$ cat config.mk
export PLATFORM = sky130hd
export DESIGN_NAME = ser_shift_ctrl
export DESIGN_NICKNAME = d
export VERILOG_FILES = /design/src/rtl/ser_shift_ctrl_pkg.sv /design/src/rtl/ser_shift_ctrl_piso_shift_reg.sv /design/src/rtl/ser_shift_ctrl.sv
export SDC_FILE = /design/constraint.sdc
export NUM_CORES = 1
export LEC_CHECK = 0
export CAP_MARGIN = 15
export CORE_MARGIN = 10
export CORE_UTILIZATION = 30
export DETAILED_ROUTE_END_ITERATION = 16
export GPL_ROUTABILITY_DRIVEN = 0
export PLACE_DENSITY = 0.53
export SLEW_MARGIN = 20
export SYNTH_ARGS = -nofsm -noshare
export SYNTH_HDL_FRONTEND = slang
export SYNTH_SLANG_ARGS = --single-unit
$ cat constraint.sdc
create_clock -name clk -period 1.7 [get_ports clk]
set_input_delay 0.51 -clock clk [delete_from_list [all_inputs] [get_ports clk]]
set_output_delay 0.51 -clock clk [all_outputs]
set_load 0.02 [all_outputs]
$ cat src/rtl/ser_shift_ctrl_pkg.sv
// Shared FSM encoding and default word width for the serializer controller.
package ser_shift_ctrl_pkg;

  localparam int DEFAULT_W = 8;

  typedef enum logic [1:0] {
    ST_IDLE  = 2'd0,
    ST_SHIFT = 2'd1,
    ST_DONE  = 2'd2
  } state_t;

endpackage

$ cat src/rtl/ser_shift_ctrl_piso_shift_reg.sv
// Parallel-in serial-out right-shift register with zero fill; shift wins over load.
// Single-cycle update, no backpressure of its own: the controller decides when ld/sh fire.
module piso_shift_reg
  import ser_shift_ctrl_pkg::*;
#(
  parameter int W = DEFAULT_W
) (
  input  logic         clk,
  input  logic         rst,
  input  logic         ld,
  input  logic         sh,
  input  logic [W-1:0] d,
  output logic [W-1:0] q
);

  logic [W-1:0] r_q;

  always_ff @(posedge clk) begin
    if (rst) begin
      r_q <= '0;
    end else if (sh) begin
      r_q <= {1'b0, r_q[W-1:1]};
    end else if (ld) begin
      r_q <= d;
    end
  end

  assign q = r_q;

endmodule

$ cat src/rtl/ser_shift_ctrl.sv
// Serializes W-bit words LSB-first; first bit one cycle after handshake, W+2 cycles per word.
// ser_ready low freezes the register, bit counter and state, so no bit is lost or repeated.
module ser_shift_ctrl
  import ser_shift_ctrl_pkg::*;
#(
  parameter int W  = DEFAULT_W,
  parameter int CW = $clog2(W)
) (
  input  logic          clk,
  input  logic          rst,
  input  logic          in_valid,
  input  logic [W-1:0]  in_data,
  output logic          in_ready,
  output logic          ser_out,
  output logic          ser_valid,
  input  logic          ser_ready,
  output logic [CW-1:0] bit_cnt,
  output logic          done
);

  localparam logic [CW-1:0] LAST_IDX = CW'(W - 1);

  state_t        r_state;
  state_t        w_state_nxt;
  logic [CW-1:0] r_bit_cnt;
  logic [CW-1:0] w_cnt_nxt;
  logic          w_ld;
  logic          w_sh;
  logic [W-1:0]  w_q;

  piso_shift_reg #(.W(W)) u_piso (
    .clk (clk),
    .rst (rst),
    .ld  (w_ld),
    .sh  (w_sh),
    .d   (in_data),
    .q   (w_q)
  );

  always_ff @(posedge clk) begin
    if (rst) begin
      r_state   <= ST_IDLE;
      r_bit_cnt <= '0;
    end else begin
      r_state   <= w_state_nxt;
      r_bit_cnt <= w_cnt_nxt;
    end
  end

  always_comb begin
    w_state_nxt = r_state;
    w_cnt_nxt   = r_bit_cnt;
    w_ld        = 1'b0;
    w_sh        = 1'b0;
    case (r_state)
      ST_IDLE: begin
        if (in_valid) begin
          w_ld        = 1'b1;
          w_cnt_nxt   = '0;
          w_state_nxt = ST_SHIFT;
        end
      end
      ST_SHIFT: begin
        // Only an accepted transfer advances; a stall leaves everything untouched.
        if (ser_ready) begin
          w_sh = 1'b1;
          if (r_bit_cnt == LAST_IDX) begin
            w_cnt_nxt   = '0;
            w_state_nxt = ST_DONE;
          end else begin
            w_cnt_nxt = r_bit_cnt + CW'(1);
          end
        end
      end
      ST_DONE: begin
        w_state_nxt = ST_IDLE;
      end
      default: begin
        w_state_nxt = ST_IDLE;
      end
    endcase
  end

  assign in_ready  = (r_state == ST_IDLE);
  assign ser_valid = (r_state == ST_SHIFT);
  assign done      = (r_state == ST_DONE);
  assign ser_out   = w_q[0];
  assign bit_cnt   = r_bit_cnt;

endmodule

==> results of run 1 <==
[sequential cells by signal, summed over array words and instances, names as in the netlist]
register	flops
r_state	2
bit_cnt	3
u_piso.q	8
[metrics by stage]
step | worst slack [ns] | utilization, %
after floorplan | 0.340 | -
after global placement | -0.124 | 45.7
after detailed placement | -0.136 | 45.7
after CTS | 0.00374 | 46.7
after global routing | 0.0102 | 46.9
final | 0.0719 | 46.9
[cell families after synthesis]
family / count (synthesis)
buf+inv: 5
flops: 13
fa+ha+maj: 2
compound gates: 14
simple gates: 27
mux: 1
[layout by cell type, fill, tap and decap left out]
master	instances
dfxtp_2	1
dfxtp_1	12
nand3b_1	1
nand3_1	4
clkbuf_4	3
o22ai_1	5
clkdlybuf4s15_1	1
inv_1	1
clkdlybuf4s50_1	11
nor2b_1	1
nor2_1	2
or3_1	1
nor3b_1	1
a311oi_2	1
nand2_1	4
nor3_1	9
ha_1	2
and2b_1	1
or3b_4	1
a21oi_1	6
clkbuf_1	1
buf_4	6
dlygate4sd2_1	6
and3b_2	1
a22oi_1	1
nor3b_2	1
mux2i_1	1
o221a_1	1
[final timing paths]
kind	to	slack [ns]	cells past startpoint
max	ser_valid	0.07	2
min	u_piso.q[5]	0.48	2
min reg2reg	u_piso.q[5]	0.48	2
max reg2reg	u_piso.q[1]	0.37	4
[area by class of cell]
cell class	instances	area, um^2	share of cell area, %
well taps	25	31.3	3.78
flip-flops and latches	13	262	31.6
inverters	1	3.75	0.454
multi-input cells	44	287	34.6
repair buffers	24	218	26.3
clock buffers	4	26.3	3.18
[repair_timing]
action	in CTS	in global routing
gates resized for setup	7	2
hold endpoints to repair	0	0
endpoints found under the setup margin	7	2
[layer usage]
layer,vias to the layer above,track usage [%]
li1,280,-
met5,-,0
met2,17,10.4
met3,2,2.44
met4,0,4.92
met1,233,8.99
[worst max-delay path, stage by stage (launching register included)]
cell and delay, ns:
dfxtp_2 0.33, and2b_1 0.21, clkdlybuf4s15_1 0.31
[power breakdown]
part	internal (uW)	switching, uW
clock network	90.8	97.2
registers	325	10.7
logic	70.0	61.1
==> run_results.csv, run 1 <==
group,metric,value,unit
setup_path,r2r-start,"r_state[1]",
logic_synthesis,synthAdderAreaFrac,4.35,%
routing,wl_per_cell,12.5,um
routing,routed_via_density,4.79,
clock_network,cts_buffers,3,
logic_synthesis,async_flop_share,0,%
logic_synthesis,synth.top_cell.area_share,45.2,%
sta,drv_slew,0,
flow_run,max-cap-violations,0,
floorplan,pin_count,19,
placed_design,dp_hpwl,1.02,mm
layout,area_growth,43.7,%
sta,fin_hold_ws,0.476,ns
clock_network,cts_hold_buf,0,
clock_network,cts_tree,"done",
sta,fin_crit,1.63,ns
routing,drcViolationCount,0,
logic_synthesis,synth.top_cells.by_area,"dfxtp_1 (45%), nor3_1 (7.8%), o22ai_1 (5.4%), a21oi_1 (5.2%), ha_1 (4.3%)",
sta,finClkSkew,0.00214,ns
logic_synthesis,synth_area_per_cell,9.28,um^2
setup_path,cp-end-kind,"output port",
logic_synthesis,yosysWarnings,0,
logic_synthesis,yosys.area_share.simple,27.2,%
floorplan,fp.coreArea,0.00176,mm^2
layout,finalNonFillerCells,111,
setup_path,cp_max_fo,4,
routing,drtPass1Iterations,4,
clock_network,cts_sinks,13,
floorplan,core.rowCount,15,
power,total_power,655,uW
global_routing,antenna_found_initial,0,
clock_network,cts-root-buf,"clkbuf_4",
logic_synthesis,netlist_area,576,um^2
global_routing,grt_pass1_vias,555,
routing,ant_nets,0,
sta,tightestPinTransition,0.222,ns
setup_path,critical_path_class,"register to output port",
routing,dr_wl_met3,73,um
sta,min_period_over_period,95.8,%
clock_network,clock_path_buffers,2,
power,p_leak,0.000343,uW
global_routing,track_usage,7.30,%
setup_path,cp.required,1.19,ns
clock_network,htree_levels,1,
layout,final_layout_size_suffix_gt1_share,16.3,%
logic_synthesis,synthMuxAreaShare,1.74,%
floorplan,fp.dieArea,0.00407,mm^2
power,powerDensity,792,mW/mm^2
logic_synthesis,synth_top_family_by_area,"simple AND/OR/NAND/NOR gates",
layout,diodes,0,
routing,dr.max_layer_used,"met4",
logic_synthesis,synthTopCellsByCount,"dfxtp_1 (13), nor3_1 (9), a21oi_1 (6)",
global_routing,grt_max_degree,13,
placed_design,place_area,807,um^2
sta,hold_viol,0,
logic_synthesis,netlist_instances,62,
global_routing,gr-total-overflow,0,
logic_synthesis,yosys.cell_count.top_type,"dfxtp_1",
sta,fmax,614,MHz
layout,finalNetCount,101,
logic_synthesis,ys_types,24,
clock_network,clk_latency,0.27,ns
logic_synthesis,synth_nets,76,
clock_network,post_cts_buffers,0,
global_routing,grt_pass1_wl,2.41,mm
setup_path,worst_setup_path_start_kind,"register",
logic_synthesis,synth_xor_area_share,0,%
floorplan,die_w,63.8,um
logic_synthesis,ys_ff_latch,13,
logic_synthesis,yosysSeqAreaShare,45.2,%
logic_synthesis,synth-compound-area-share,16.5,%
routing,wl_met1,735,um
power,peakVddDrop,0.476,mV
routing,drtIter0Drc,7,
placed_design,portBuffers,18,
sta,slew_headroom,85.3,%
routing,routed-via-count,532,
routing,drt-total-wl,1.38,mm
logic_synthesis,post-synth-top-area-cell,"dfxtp_1",
setup_path,crit_arrival,1.12,ns
floorplan,dieHeight,63.8,um
layout,fillers,191,
sta,fin_tns_setup,0,ns
hold_path,hold_path.startpoint,"u_piso.q[5]",
placed_design,dp_cells,107,
layout,fin_area,827,um^2
sta,rsz0062_at_grt,"false",
status,outcome,"complete, no violations",
logic_synthesis,synth-main-ff-cell,"dfxtp_1",
setup_path,cp-startpoint,"r_state[1]",
clock_network,path_clk_slew,0.08,ns
routing,wl_met2,563,um
logic_synthesis,synth_enable_flop_cells,0,
floorplan,initial_core_util,32.6,%
sta,setup_viol,0,
hold_path,hold_path.class,"register to register",
Power figures use the tool's default switching activity.
==> run 2, diff against run 1 <==
--- a/config.mk
+++ b/config.mk
@@ -15,3 +15,4 @@
 export SYNTH_ARGS = -nofsm -noshare
 export SYNTH_HDL_FRONTEND = slang
 export SYNTH_SLANG_ARGS = --single-unit
+export TNS_END_PERCENT = 1
==> results of run 2 <==
Same layout as run 1: the final DEF is identical, and so are final timing and power.
==> run 3, diff against run 2 <==
--- a/config.mk
+++ b/config.mk
@@ -11,7 +11,7 @@
 export DETAILED_ROUTE_END_ITERATION = 16
 export GPL_ROUTABILITY_DRIVEN = 0
 export PLACE_DENSITY = 0.53
-export SLEW_MARGIN = 20
+export REMOVE_ABC_BUFFERS = 1
 export SYNTH_ARGS = -nofsm -noshare
 export SYNTH_HDL_FRONTEND = slang
 export SYNTH_SLANG_ARGS = --single-unit
==> run 3 against run 2 <==
Total power fell by 0.30%; clock power fell by 3%; hold slack better by 0.012 ns; cell area increased by 0.91%; sequential share of layout area decreased by 0.43 points.
==> run_results.csv, run 3 (synthesis gave the netlist of run 1 again) <==
group,metric,value,unit
status,outcome,"complete, no violations",
setup_path,reg2reg_depth,4,
layout,final_layout_size_suffix_gt1_share,17.2,%
placed_design,place_area,815,um^2
global_routing,grt_max_degree,13,
setup_path,cp-endpoint,"ser_valid",
power,powerDensity,783,mW/mm^2
clock_network,clock_path_buffers,2,
clock_network,cts_buffers,3,
clock_network,cts_hold_buf,0,
sta,setup_viol,0,
setup_path,cp-end-kind,"output port",
floorplan,pin_count,19,
setup_path,cp.required,1.19,ns
clock_network,cts_sinks,13,
layout,largest_reg_flops,8,
setup_path,r2r-end,"u_piso.q[1]",
placed_design,dp_hpwl,1.13,mm
routing,routed_via_density,4.90,
sta,tightestPinTransition,0.224,ns
routing,routed-via-count,549,
clock_network,htree_levels,1,
sta,finClkSkew,0.00607,ns
setup_path,critical_path_class,"register to output port",
sta,hold_viol,0,
layout,fin_area,835,um^2
clock_network,cts-root-buf,"clkbuf_4",
sta,drv_slew,0,
layout,final_common_cell,"dfxtp_1",
sta,fin_crit,1.63,ns
routing,drtPass1Iterations,4,
layout,diodes,0,
sta,min_period_over_period,95.8,%
setup_path,r2r_slack,0.39,ns
sta,slew_headroom,85.1,%
clock_network,path_clk_slew,0.08,ns
setup_path,r2r-start,"r_state[1]",
layout,multi_input_area,287,um^2
global_routing,grt_pass1_vias,519,
setup_path,crit_arrival,1.12,ns
clock_network,cts_tree,"done",
routing,drtIter0Drc,13,
layout,finalNonFillerCells,112,
setup_path,cp_max_fo,4,
routing,wl_per_cell,12.4,um
layout,finalNetCount,102,
layout,fillers,181,
floorplan,dieHeight,63.8,um
routing,ant_nets,0,
global_routing,track_usage,7.22,%
setup_path,cp-startpoint,"r_state[1]",
global_routing,antenna_found_initial,0,
clock_network,clk_latency,0.27,ns
floorplan,initial_core_util,32.6,%
placed_design,dp_cells,108,
global_routing,gr-total-overflow,0,
floorplan,fp.coreArea,0.00176,mm^2
flow_run,max-cap-violations,0,
power,p_leak,0.000350,uW
floorplan,fp.dieArea,0.00407,mm^2
placed_design,portBuffers,18,
power,peakVddDrop,0.518,mV
sta,rsz0062_at_grt,"false",
floorplan,die_w,63.8,um
floorplan,core.rowCount,15,
setup_path,worst_setup_path_start_kind,"register",
routing,drt-total-wl,1.39,mm
layout,area_growth,45.0,%
layout,area.sequential,260,um^2
routing,drcViolationCount,0,
hold_path,hold_path.class,"register to register",
layout,layout_common_cells,"dfxtp_1 (13), clkdlybuf4s50_1 (11), nor3_1 (9)",
global_routing,grt_pass1_wl,2.37,mm
sta,fmax,614,MHz
[run 3: how the worst min path moves through the flow]
stage | from | endpoint | depth (start not counted) | slack, ns
CTS | u_piso.q[5] | u_piso.q[5] | 2 | 0.49
global placement | u_piso.q[5] | u_piso.q[5] | 2 | 0.48
finish | u_piso.q[5] | u_piso.q[5] | 2 | 0.49
floorplan | u_piso.q[5] | u_piso.q[5] | 2 | 0.44
detailed placement | u_piso.q[5] | u_piso.q[5] | 2 | 0.47
global route | u_piso.q[5] | u_piso.q[5] | 2 | 0.51
[run 3: cell type report]
cell class	instances	share of cell area (%)
clock inverter	1	0.600
multi-input combinational	44	34.3
timing repair buffer	25	27.0
inverter	1	0.450
tap	25	3.75
sequential	13	31.2
clock buffer	3	2.70
[run 3: through the flow]
step                      worst slack (ns)  TNS (ns)  power (uW)  hold WS, ns  utilization (%)
after global placement              -0.117    -0.733         484        0.479             46.2
after CTS                           0.0115         0         668        0.488             47.2
after global routing               0.00161         0         691        0.513             47.3
after detailed placement            -0.130    -0.777         484        0.474             46.2
after floorplan                      0.352         0         411        0.442                -
final                               0.0720         0         653        0.488             47.3
[run 3: worst max-delay path: stages (launching register included)]
cell and delay [ns]:
dfxtp_1 0.33, and2b_1 0.22, clkdlybuf4s15_1 0.31
[run 3: what timing repair did]
action	CTS	global route
setup endpoints to repair	7	1
gates resized for setup	7	1
setup buffers	0	0
[run 3: where the power goes]
| part | switching, uW | internal, uW |
|---|---|---|
| registers | 11.2 | 326 |
| clock network | 95.8 | 87.1 |
| logic | 61.4 | 72.2 |
| total | 168 | 485 |
[run 3: metal layers]
| metal | up-vias | part of all wire [%] | track usage (%) |
|---|---|---|---|
| li1 | 279 | - | - |
| met1 | 253 | 47 | 7.99 |
| met2 | 15 | 48 | 11.4 |
| met3 | 2 | 3.3 | 1.92 |
| met4 | 0 | 2.1 | 5.74 |
| met5 | - | 0 | 0 |
